`src/rtl/mul_pkg.sv`:
```
// mul_pkg: shared state type and sizing constants for the sequential multiplier
package mul_pkg;
    typedef enum logic [1:0] {IDLE, RUN, DONE} mul_state_t;
    localparam int MUL_ITERS = 32;
    localparam int MUL_W = 32;
endpackage

```
`src/rtl/ripple_adder32.sv`:
```
// ripple_adder32: 32-bit ripple-carry adder
module ripple_adder32 (
    input  logic [31:0] X,
    input  logic [31:0] Y,
    input  logic        Cin,
    output logic [31:0] S,
    output logic        Cout
);
    logic [32:0] c;
    assign c[0] = Cin;
    for (genvar i = 0; i < 32; i++) begin : g_bit
        assign S[i] = X[i] ^ Y[i] ^ c[i];
        assign c[i+1] = (X[i] & Y[i]) | (c[i] & (X[i] ^ Y[i]));
    end
    assign Cout = c[32];
endmodule

```
`src/rtl/seq_multiplier32.sv`:
```
// seq_multiplier32: unsigned 32x32->64 shift-and-add multiplier sequenced over one ripple adder
module seq_multiplier32
    import mul_pkg::*;
(
    input  logic        clk,
    input  logic        rst,
    input  logic        start,
    input  logic [31:0] A,
    input  logic [31:0] B,
    output logic        busy,
    output logic        done,
    output logic [63:0] P
);
    mul_state_t state, state_n;
    logic [MUL_W-1:0] m, hi, lo, s;
    logic cout, accept, last;
    logic [5:0] cnt;
    ripple_adder32 u_add (.X(hi), .Y(m), .Cin(1'b0), .S(s), .Cout(cout));
    assign accept = start && state != RUN;
    assign last = state == RUN && cnt == 6'(MUL_ITERS - 1);
    always_comb begin
        state_n = accept ? RUN : state == DONE ? IDLE : last ? DONE : state;
    end
    always_ff @(posedge clk) begin
        state <= rst ? IDLE : state_n;
    end
    always_ff @(posedge clk) begin
        if (rst) begin
            m <= '0;
            hi <= '0;
            lo <= '0;
            cnt <= '0;
        end else if (accept) begin
            m <= A;
            hi <= '0;
            lo <= B;
            cnt <= '0;
        end else if (state == RUN) begin
            {hi, lo} <= lo[0] ? {cout, s, lo[MUL_W-1:1]} : {1'b0, hi, lo[MUL_W-1:1]};
            cnt <= cnt + 6'd1;
        end
    end
    assign busy = state == RUN;
    assign done = state == DONE;
    assign P = {hi, lo};
endmodule

```
`config.mk`:
```
export PLATFORM = sky130hd
export DESIGN_NAME = seq_multiplier32
export DESIGN_NICKNAME = d
export VERILOG_FILES = /design/src/rtl/mul_pkg.sv /design/src/rtl/ripple_adder32.sv /design/src/rtl/seq_multiplier32.sv
export SDC_FILE = /design/constraint.sdc
export NUM_CORES = 1
export LEC_CHECK = 0
export ABC_AREA = 0
export ABC_CLOCK_PERIOD_IN_PS = 12100
export CAP_MARGIN = 20
export CORE_MARGIN = 5
export CORE_UTILIZATION = 45
export CTS_CLUSTER_SIZE = 24
export DETAILED_ROUTE_END_ITERATION = 6
export PLACE_DENSITY_LB_ADDON = 0.05
export SKIP_LAST_GASP = 1
export SYNTH_ARGS = -nofsm -noshare
export SYNTH_HDL_FRONTEND = slang
export SYNTH_HIERARCHICAL = 1
export SYNTH_SLANG_ARGS = --single-unit
export TNS_END_PERCENT = 5
```
`constraint.sdc`:
```
create_clock -name clk -period 12.1 [get_ports clk]
set_input_delay 1.21 -clock clk [delete_from_list [all_inputs] [get_ports clk]]
set_output_delay 1.21 -clock clk [all_outputs]
set_load 0.005 [all_outputs]
```
==> results of run 1 <==
## repair_timing
action                                  CTS  global route
endpoints found under the setup margin    3             1
resized for setup                         9             0
pin swaps                                 1             0
## layout by cell type (no fill, tap or decap), drive strengths merged, types with 13 or more instances in the layout
| cell type | synthesis | routed |
|---|---|---|
| clkdlybuf4s50 | 0 | 130 |
| dfxtp | 104 | 104 |
| a211oi | 65 | 65 |
| nor2 | 64 | 64 |
| mux2i | 63 | 63 |
| a21oi | 37 | 37 |
| o21ai | 35 | 35 |
| nand3 | 34 | 34 |
| fa | 32 | 32 |
| inv | 13 | 13 |
| clkbuf | 9 | 13 |
## final cells by class
| class | count | area [um^2] |
|---|---|---|
| Fill cell | 1011 | 4560 |
| Multi-Input combinational cell | 353 | 2960 |
| Timing Repair Buffer | 137 | 1350 |
| Tap cell | 143 | 179 |
| Clock buffer | 13 | 270 |
| Inverter | 13 | 53.8 |
| Sequential cell | 104 | 2080 |
| Clock inverter | 3 | 15.0 |
## synth_stat cells
cell                       count
sky130_fd_sc_hd__dfxtp_1     104
sky130_fd_sc_hd__nor2_1       64
sky130_fd_sc_hd__mux2i_1      63
sky130_fd_sc_hd__a211oi_2     40
sky130_fd_sc_hd__a21oi_1      37
sky130_fd_sc_hd__nand3_1      34
sky130_fd_sc_hd__o21ai_0      33
sky130_fd_sc_hd__fa_1         32
sky130_fd_sc_hd__a211oi_1     25
sky130_fd_sc_hd__buf_2        19
sky130_fd_sc_hd__inv_1        11
sky130_fd_sc_hd__buf_6        10
sky130_fd_sc_hd__clkbuf_1      9
sky130_fd_sc_hd__buf_4         5
sky130_fd_sc_hd__nand2_1       5
sky130_fd_sc_hd__buf_1         3
sky130_fd_sc_hd__or3_1         3
sky130_fd_sc_hd__nand2b_1      2
sky130_fd_sc_hd__nand3b_1      2
sky130_fd_sc_hd__nor2b_1       2
sky130_fd_sc_hd__o21ai_1       2
sky130_fd_sc_hd__a21o_1        1
sky130_fd_sc_hd__conb_1        1
sky130_fd_sc_hd__ha_1          1
sky130_fd_sc_hd__inv_2         1
sky130_fd_sc_hd__inv_6         1
sky130_fd_sc_hd__nand4b_1      1
sky130_fd_sc_hd__nor3_1        1
sky130_fd_sc_hd__o21a_1        1
sky130_fd_sc_hd__o32ai_1       1
sky130_fd_sc_hd__xnor2_1       1
sky130_fd_sc_hd__xor2_1        1
## per-layer routing
| metal | GRT usage | vias to the layer above | wire length [um] |
|---|---|---|---|
| met4 | 0.0425 | 2 | 157 |
| met3 | 0.0764 | 13 | 970 |
| li1 | - | 2023 | - |
| met1 | 0.232 | 1919 | 5810 |
| met2 | 0.273 | 114 | 5550 |
| met5 | 0 | - | 11 |
## worst max-delay path, delay by kind of cell, from the launching register on
kind,cells,cell delay [ps]
adders and majority gates,32,11100
AOI/OAI and AO/OA,1,200
muxes,1,70
buffers and inverters,4,270
DFF,1,330
## sequential cells by signal, indices dropped and copies added (netlist names)
| name | cells |
|---|---|
| cnt | 6 |
| hi | 32 |
| lo | 32 |
| m | 32 |
| state | 2 |
## cell families (layout without fill, tap and decap cells)
family / Yosys count / in the layout / share of synthesized area
xor gates and xnor gates: 2 / 2 / 0.00330
and+or+nand+nor: 114 / 114 / 0.0946
muxes: 63 / 63 / 0.119
DFF: 104 / 104 / 0.392
other: 1 / 1 / 0.000707
buffers and inverters: 59 / 166 / 0.0649
AOI/OAI and AO/OA: 140 / 140 / 0.202
adders and majority gates: 33 / 33 / 0.123
## final timing paths
kind / slack [ps] / end
worst min-delay path: 490 / cnt[3]$_SDFFE_PP0N_
worst min register to register: 490 / cnt[3]$_SDFFE_PP0N_
worst max-delay path: 40 / hi[30]$_SDFFE_PP0N_
worst max register to register: 40 / hi[30]$_SDFFE_PP0N_
## where the power goes
part | switching [W] | internal, W | total, W
combinational | 0.0000879 | 0.000100 | 0.000188
sequential | 0.0000336 | 0.000371 | 0.000404
clock | 0.000126 | 0.000156 | 0.000281
total | 0.000247 | 0.000626 | 0.000874
## per-stage QoR
step,setup TNS [ps],instances
finish,0,766
global route,-285,766
CTS,0,766
detailed placement,-426,750
global placement,-335,750
floorplan,0,516
==> results, run 1 <==
- The run finished with clean final reports.
- Data on the critical path arrives at its endpoint at 12330 ps.
- The routed design has 12.5 mm of wire.
- The post-synthesis to final-layout area growth is 30.2%.
- The number of global-route vias before repair is 4143.
- The number of cell rows is 39.
- Buffers placed on the I/O ports in this run total 132.
- For the pin with the worst max-slew slack, the measured transition is 1110 ps.
- The number of failing setup endpoints in the final timing report is 0.
- The width of the die is between 100 and 150 um.
- After synthesis, the cell types taking the most area are sky130_fd_sc_hd__dfxtp_1, sky130_fd_sc_hd__fa_1, sky130_fd_sc_hd__mux2i_1.
- Synthesis handed over a netlist of between 500 and 600 instances.
- The number of antenna-violating nets in the routed design is 0.
- Detailed placement finished with a half-perimeter wire length of between 8 and 9 mm.
- The root buffer cell is sky130_fd_sc_hd__clkbuf_16.
- The worst setup path is captured at a flip-flop.
- For the final database, setup skew stands at 6.67 ps.
- Total power for the finished layout comes to 0.000874 W.
- The H-tree generated during clock tree synthesis spans 3 levels.
- Of the cells placed in the final design, the portion with a size suffix greater than 1 is 0.151.
- The worst-case IR drop observed on VDD is 0.0908 mV.
- Prior to clock tree synthesis, the placed netlist has a worst setup slack of -387 ps.
- The synthesis-stage register bit count is 104.
- The clock-pin slew of the registers on the worst-case setup and hold paths is 70 ps.
- For this design the top-level I/O count stands at 133.
- The die area is 0.0141 mm^2.
- Timing would allow up to 82.9 MHz.
- Summing all placed instances gives a cell area of 0.00660 mm^2.
- The portion of the post-synthesis area used by sequential elements is 0.392.
- The hold violation count in the final report is 0.
- Buffers added to address setup during post-CTS repair amount to 0.
- The die outline height is 119 um.
- The kind of critical path is flip-flop to flip-flop.
- The average instance area after synthesis is roughly 10 um^2.
- The maximum fanout along the worst path is 2.
- The power density over cell area is 126 mW/mm^2.
- Tracing the worst setup path back leads to its startpoint at hi[0]$_SDFFE_PP0N_.
- The initial antenna violation count came to 1.
- The worst hold path begins at cnt[3]$_SDFFE_PP0N_.
- The number of nets in the layout is 718.
- The clock tree from TritonCTS is yes.
- Setup slack on the critical path of the routed design comes to 35.4 ps.
- The number of maximum-capacitance constraint violations is 0.
- The number of hold-repair buffers added at the cts stage is 0.
- With fillers left out, the area of the finished cells amounts to 0.00691 mm^2.
- The worst hold path passes through 2 cells.
- The floorplan step defined a core boundary enclosing ~0.011 mm^2.
- The overall routing resource usage is 0.178.
- The worst hold path belongs to the class flip-flop to flip-flop.
- The total count of max-transition violations in the final report was 0.
- The worst-path cell with the longest stage delay is sky130_fd_sc_hd__fa_1.
- The wire length of the first global-routing pass is 20.7 mm.
- The ratio of routed vias to standard cells is 5.31.
- Routability-driven placement finished with a final weighted congestion of around 0.75.
- The final antenna diode count is 0.
- The delay of the slowest cell on the worst path is 410 ps.
- The TritonCTS sink count is between 100 and 150.
- The aggregate global routing overflow is 0.
- The pin count of the biggest net entering global routing is 101.
- The final core utilization is 0.602.
- The dominant cell type by area after synthesis is sky130_fd_sc_hd__dfxtp_1.
- The number of CTS-inserted buffers is 9.
- The post-synthesis net count is just over 600.
- On the final layout, the worst hold slack is 490 ps.
- In the finished design, the share of the clock period the worst path needs comes to 0.997.
- The synthesized cell area is 0.00531 mm^2.
- The number of cells on the worst reg-to-reg path is 38.
- The cell repeated most along the worst path is sky130_fd_sc_hd__fa_2.
- The startpoint identified for the worst register-to-register timing path is hi[0]$_SDFFE_PP0N_.
- The synthesis warning total is 6.
- The detailed router finished its first iteration with 160 violations.
- The number of library cell types mapped by synthesis is 32.
- The time the final worst path needs with I/O delays and setup is 12060 ps.
- The worst pin sits at a relative slew slack of 0.258.
- Clock latency on the worst-skew pair, taken at its later pin, is between 300 and 400 ps.
- The critical path launch point type is a flip-flop.
- The initial utilization of the core area, before any placement, comes to 0.463.
- The number of buffers on the longest clock path is 2.
- Of the post-synthesis cell area, the dominant cell type holds 0.392.
- Summed over all cells, the static leakage comes to 2.51 nW.
- The detailed router placed 4071 vias in this run.
- The required time of the critical path is 12370 ps.
- In the final routed layout, each cell accounts on average for 16.3 um.
- The first detailed-routing pass took 4 iterations.
- Setup repair after global routing could not meet its margin everywhere.
- The number of remaining DRC errors is 0.
Note: power is estimated with default switching activity, not from simulation.
==> inputs of run 2 (changes only) <==
CORE_MARGIN = 4   (was 5)
CORE_UTILIZATION = 44   (was 45)
SYNTH_HIERARCHICAL = not set   (was 1)
==> run 2 against run 1 <==
Effect of this change: routed wire length down 4.8%; combinational power down 7%; synthesized cell count down 1.2%; synthesized area down 3.6%; sequential share of layout area up 0.72 points; clock skew up 2.7 ps; worst hold slack worse by 5.0 ps; design area down 2.3%; clock power up 2%; critical path depth down 2; first-iteration DRC count up 76%; largest cell class unchanged; largest power group unchanged.
==> results, run 2 <==
- The run finished with clean final reports.
- The pin slew with the least headroom to its limit is 1100 ps (-13.0 ps).
- The synthesized-area fraction occupied by and/or/nand/nor cells came to 0.0993 (+0.00472).
- Setup repair after global routing could not meet its margin everywhere.
- The number of buffers on the longest clock path is 2 (unchanged).
- The largest registers in the layout are hi x32, lo x32, m x32.
- The number of remaining DRC errors was 0 (unchanged).
- The number of failing setup endpoints in the final timing report is 0 (unchanged).
- The worst setup path is launched from a flip-flop.
- The aggregate global routing overflow is 0 (unchanged).
- The width of the die is 116 um (-2.3%).
- The ratio of cells with drive above 1 in the final layout is 0.105 (-0.0457).
- The number of buffers and inverters on the critical path is 2 (-2).
- The number of CTS-inserted buffers came to 9 (unchanged).
- The worst clock skew on the final layout came to 9.35 ps (+2.68 ps).
- The final antenna diode count is 0 (unchanged).
- The power density over cell area came to 128 mW/mm^2 (+1.5%).
- The number of cells in the design after placement is 746 (-0.53%).
- The parity-gate share of the synthesized area counting xor and xnor cells is 0.00342 (+0.000122).
- The number of nets in the layout is 714 (-0.56%).
- The CTS H-tree depth is 3 (unchanged).
- The cell that appears most often on the critical path is sky130_fd_sc_hd__fa_2.
- The peak supply drop came to 0.0808 mV (-11%).
- The area fraction of the dominant cell type after synthesis is 0.407 (+0.0145).
- The total count of max-transition violations in the final report is 0 (unchanged).
- The number of global-route vias before repair is 4200 (+1.4%).
- The share of total power consumed by net switching is 0.275 (-0.00765).
- The average wire length per cell after detail routing was 15.7 um (-4.1%).
- The count of buffers from port buffering is 132 (unchanged).
- The HPWL reported at the end of detailed placement is 7.68 mm (-5.9%).
- The dominant register cell in the synthesized netlist is sky130_fd_sc_hd__dfxtp_1.
- Counting instances in the post-synthesis netlist gives the leading cell types as sky130_fd_sc_hd__dfxtp_1, sky130_fd_sc_hd__nor2_1, sky130_fd_sc_hd__mux2i_1, sky130_fd_sc_hd__a211oi_1, sky130_fd_sc_hd__a21oi_1.
- The net switching power came to 0.000238 W (-3.5%).
- The combined flip-flop and latch cell area is 0.00208 mm^2 (unchanged).
- The initial antenna violation count is 0 (-1).
- The later-pin clock latency in the skew report is 340 ps (about the same).
- The worst hold path belongs to the class flip-flop to flip-flop.
- Sorting the synthesized cells by area gives the leading types as sky130_fd_sc_hd__dfxtp_1, sky130_fd_sc_hd__fa_1, sky130_fd_sc_hd__mux2i_1.
- By area, the combinational part of the netlist is dominated by compound AO/OA/AOI/OAI gates.
- The time the final worst path needs with I/O delays and setup is 11810 ps (-250 ps).
- The delay of the slowest cell on the worst path came to 480 ps (+70 ps).
- The clock network fraction of total power is 0.331 (+0.009).
- The overall power after layout is 0.000866 W (-0.85%).
- The first-pass iteration count of the detailed router is 4 (unchanged).
- The total routed wirelength is 11.9 mm (-4.8%).
- The maximum fanout along the worst path was 2 (unchanged).
- The number of antenna-violating nets in the routed design is 0 (unchanged).
- The number of synthesized flops with an enable pin is 0 (unchanged).
- The element type at the critical path end is a flip-flop.
- The leakage power figure was 2.46 nW (-1.8%).
- The most frequently used cell type in the post-synthesis netlist is sky130_fd_sc_hd__dfxtp_1.
- The required time of the critical path came to 12360 ps (about the same).
- The clock tree from TritonCTS is yes.
- The remaining max-slew budget at the tightest pin is 0.267 (+0.00864).
- The number of standard cells in the layout, taps in and fillers out is 761 (-0.65%).
- In the layout the commonest cells are sky130_fd_sc_hd__clkdlybuf4s50_1, sky130_fd_sc_hd__dfxtp_1, sky130_fd_sc_hd__nor2_1, sky130_fd_sc_hd__mux2i_1, sky130_fd_sc_hd__a211oi_1.
- The TritonCTS sink count is 104 (unchanged).
- The met2 usage is 0.293 (+0.0203).
- The post-synthesis to final-layout area growth is 31.9%.
- The adder and majority cell fraction of the synthesized area was 0.126 (+0.00308).
- The fraction of the cycle the final worst path needs was 0.976 (-0.0207).
- The combinational cell fraction of total power is 0.203 (-0.012).
- The hold violation count in the final report is 0 (unchanged).
- The total via count after detailed routing is 4053 (-0.44%).
- Leaving out fill and tap cells, the most frequent cell in the layout is sky130_fd_sc_hd__clkdlybuf4s50_1.
- The global-route track usage on met3 is 0.0637 (-0.0127).
- The placeable core area was 0.0114 mm^2 (-0.42%).
- The initial core utilization is 0.448 (-0.0146).
- The multiplexer share of the synthesized area is 0.121 (+0.00243).
- The ratio of routed vias to standard cells is 5.33 (+0.21%).
- The dominant cell type by area after synthesis is sky130_fd_sc_hd__dfxtp_1.
- The fill cell total of the finished layout came to 1032 (+2.1%).
- The number of maximum-capacitance constraint violations is 0 (unchanged).
- The die outline height came to 116 um (-2.3%).
- The complex-gate fraction of the synthesized area came to 0.184 (-0.0180).
- The multi-input combinational cell area came to 0.00281 mm^2 (-5.0%).
- The number of cell rows is 39 (unchanged).
- The post-synthesis net count is 610 (-0.97%).
- The pin count of the biggest net entering global routing is 102 (+0.99%).
- The overall routing resource usage is 0.185 (+0.00701).
- The post-CTS setup repair buffer count is 0 (unchanged).
- The portion of the post-synthesis area used by sequential elements came to 0.407 (+0.0145).
- The async set-reset flop share out of synthesis is 0 (unchanged).
- The synthesis warning total is 0 (-6).
- The fraction of met1 tracks used by global routing was 0.241 (+0.00900).
- The wire length of the first global-routing pass is 20.1 mm (-2.8%).
- The kind of critical path is flip-flop to flip-flop.
- The number of I/O pins is 133 (unchanged).
- The internal cell power is 0.000628 W (+0.21%).
- In this run the clock root is driven by a sky130_fd_sc_hd__clkbuf_16.
- The final RePlAce weighted congestion came to 0.752 (+0.13%).
- The average instance area after synthesis was 10.0 um^2 (-2.4%).
- The timing-limited maximum frequency is 84.6 MHz (+2.1%).
- The slowest stage of the critical path belongs to the cell sky130_fd_sc_hd__fa_1.
- The synthesis-stage register bit count was 104 (unchanged).
- The number of hold-repair buffers added at the cts stage is 0 (unchanged).
- The number of library cell types mapped by synthesis is 32 (unchanged).
- The kind of cell with the highest combined delay along the critical path is adder cells.
- The die area came to 0.0134 mm^2 (-4.6%).
- The synthesized cell area came to 0.00512 mm^2 (-3.6%).
- The clock-pin slew of the registers on the worst-case setup and hold paths is 70 ps (about the same).
- The number of instances in the synthesized netlist is 510 (-1.2%).
- The most used routing layer in global routing is met2.
- The sequential share of power came to 0.466 (+0.003).
- The arrival time of data at the critical path endpoint is 12080 ps (-250 ps).
- The number of violations reported at the end of detailed-routing iteration 0 is 282 (+76%).
==> run 2: worst paths after layout <==
kind              depth (start not counted)             endpoint               start  slack (ps)
setup / recovery                         36  hi[30]$_SDFFE_PP0P_  hi[0]$_SDFFE_PP0P_         290
hold / removal                            2   m[29]$_SDFFE_PP0P_  m[29]$_SDFFE_PP0P_         490
setup reg to reg                         36  hi[30]$_SDFFE_PP0P_  hi[0]$_SDFFE_PP0P_         290
hold reg to reg                           2   m[29]$_SDFFE_PP0P_  m[29]$_SDFFE_PP0P_         490
==> run 2: final cells by class <==
cell class              instances  share of cell area
multi-input cells             353               0.416
flip-flops and latches        104               0.309
repair buffers                139               0.202
clock buffers                  11              0.0345
well taps                     143              0.0265
clock inverters                 4             0.00816
inverters                       7             0.00389
==> run 2: power groups by stage <==
| stage | Combinational, W | Sequential, W | Clock (W) |
|---|---|---|---|
| after floorplan | 0.000106 | 0.000402 | 0 |
| after detailed placement | 0.000176 | 0.000411 | 0 |
| after global routing | 0.000198 | 0.000409 | 0.000306 |
| final | 0.000175 | 0.000404 | 0.000287 |
| after global placement | 0.000173 | 0.000411 | 0 |
| after CTS | 0.000178 | 0.000404 | 0.000294 |
==> run 2: stage by stage <==
step / instance area, um^2 / setup slack, ps / TNS (ps) / hold WS [ps] / util
final: 6750 / 286 / 0 / 485 / 0.591
after CTS: 6730 / 10.3 / 0 / 483 / 0.590
after floorplan: 5150 / 15.4 / 0 / 454 / -
after detailed placement: 6420 / -358 / -499 / 473 / 0.562
after global routing: 6750 / -29.0 / -29.0 / 518 / 0.591
after global placement: 6420 / -315 / -408 / 469 / 0.562
==> run 2: worst reg2reg max path: cells and delay by family, from the launching register on <==
| kind | cells | cell delay, ps |
|---|---|---|
| flops | 1 | 320 |
| mux | 1 | 80 |
| compound gates | 1 | 200 |
| fa+ha+maj | 32 | 11030 |
| buf+inv | 2 | 120 |
==> run 2: kinds of logic (layout without fill, tap and decap cells) <==
kind of cell	Yosys count	count (layout)
compound gates	141	141
simple gates	115	115
flops	104	104
mux	62	62
buf+inv	53	161
fa+ha+maj	33	33
xor+xnor	2	2
==> run 2: routing by layer <==
layer | up-vias | wire length (um)
met4 | 0 | 118
met5 | - | 0
li1 | 2029 | -
met1 | 1922 | 5520
met2 | 94 | 5360
met3 | 8 | 913
==> run 2: what timing repair did <==
action,4_1_cts,5_1_grt
resized for setup,9,6
setup endpoints to repair,3,2
pin swaps,0,1
cloned,0,0
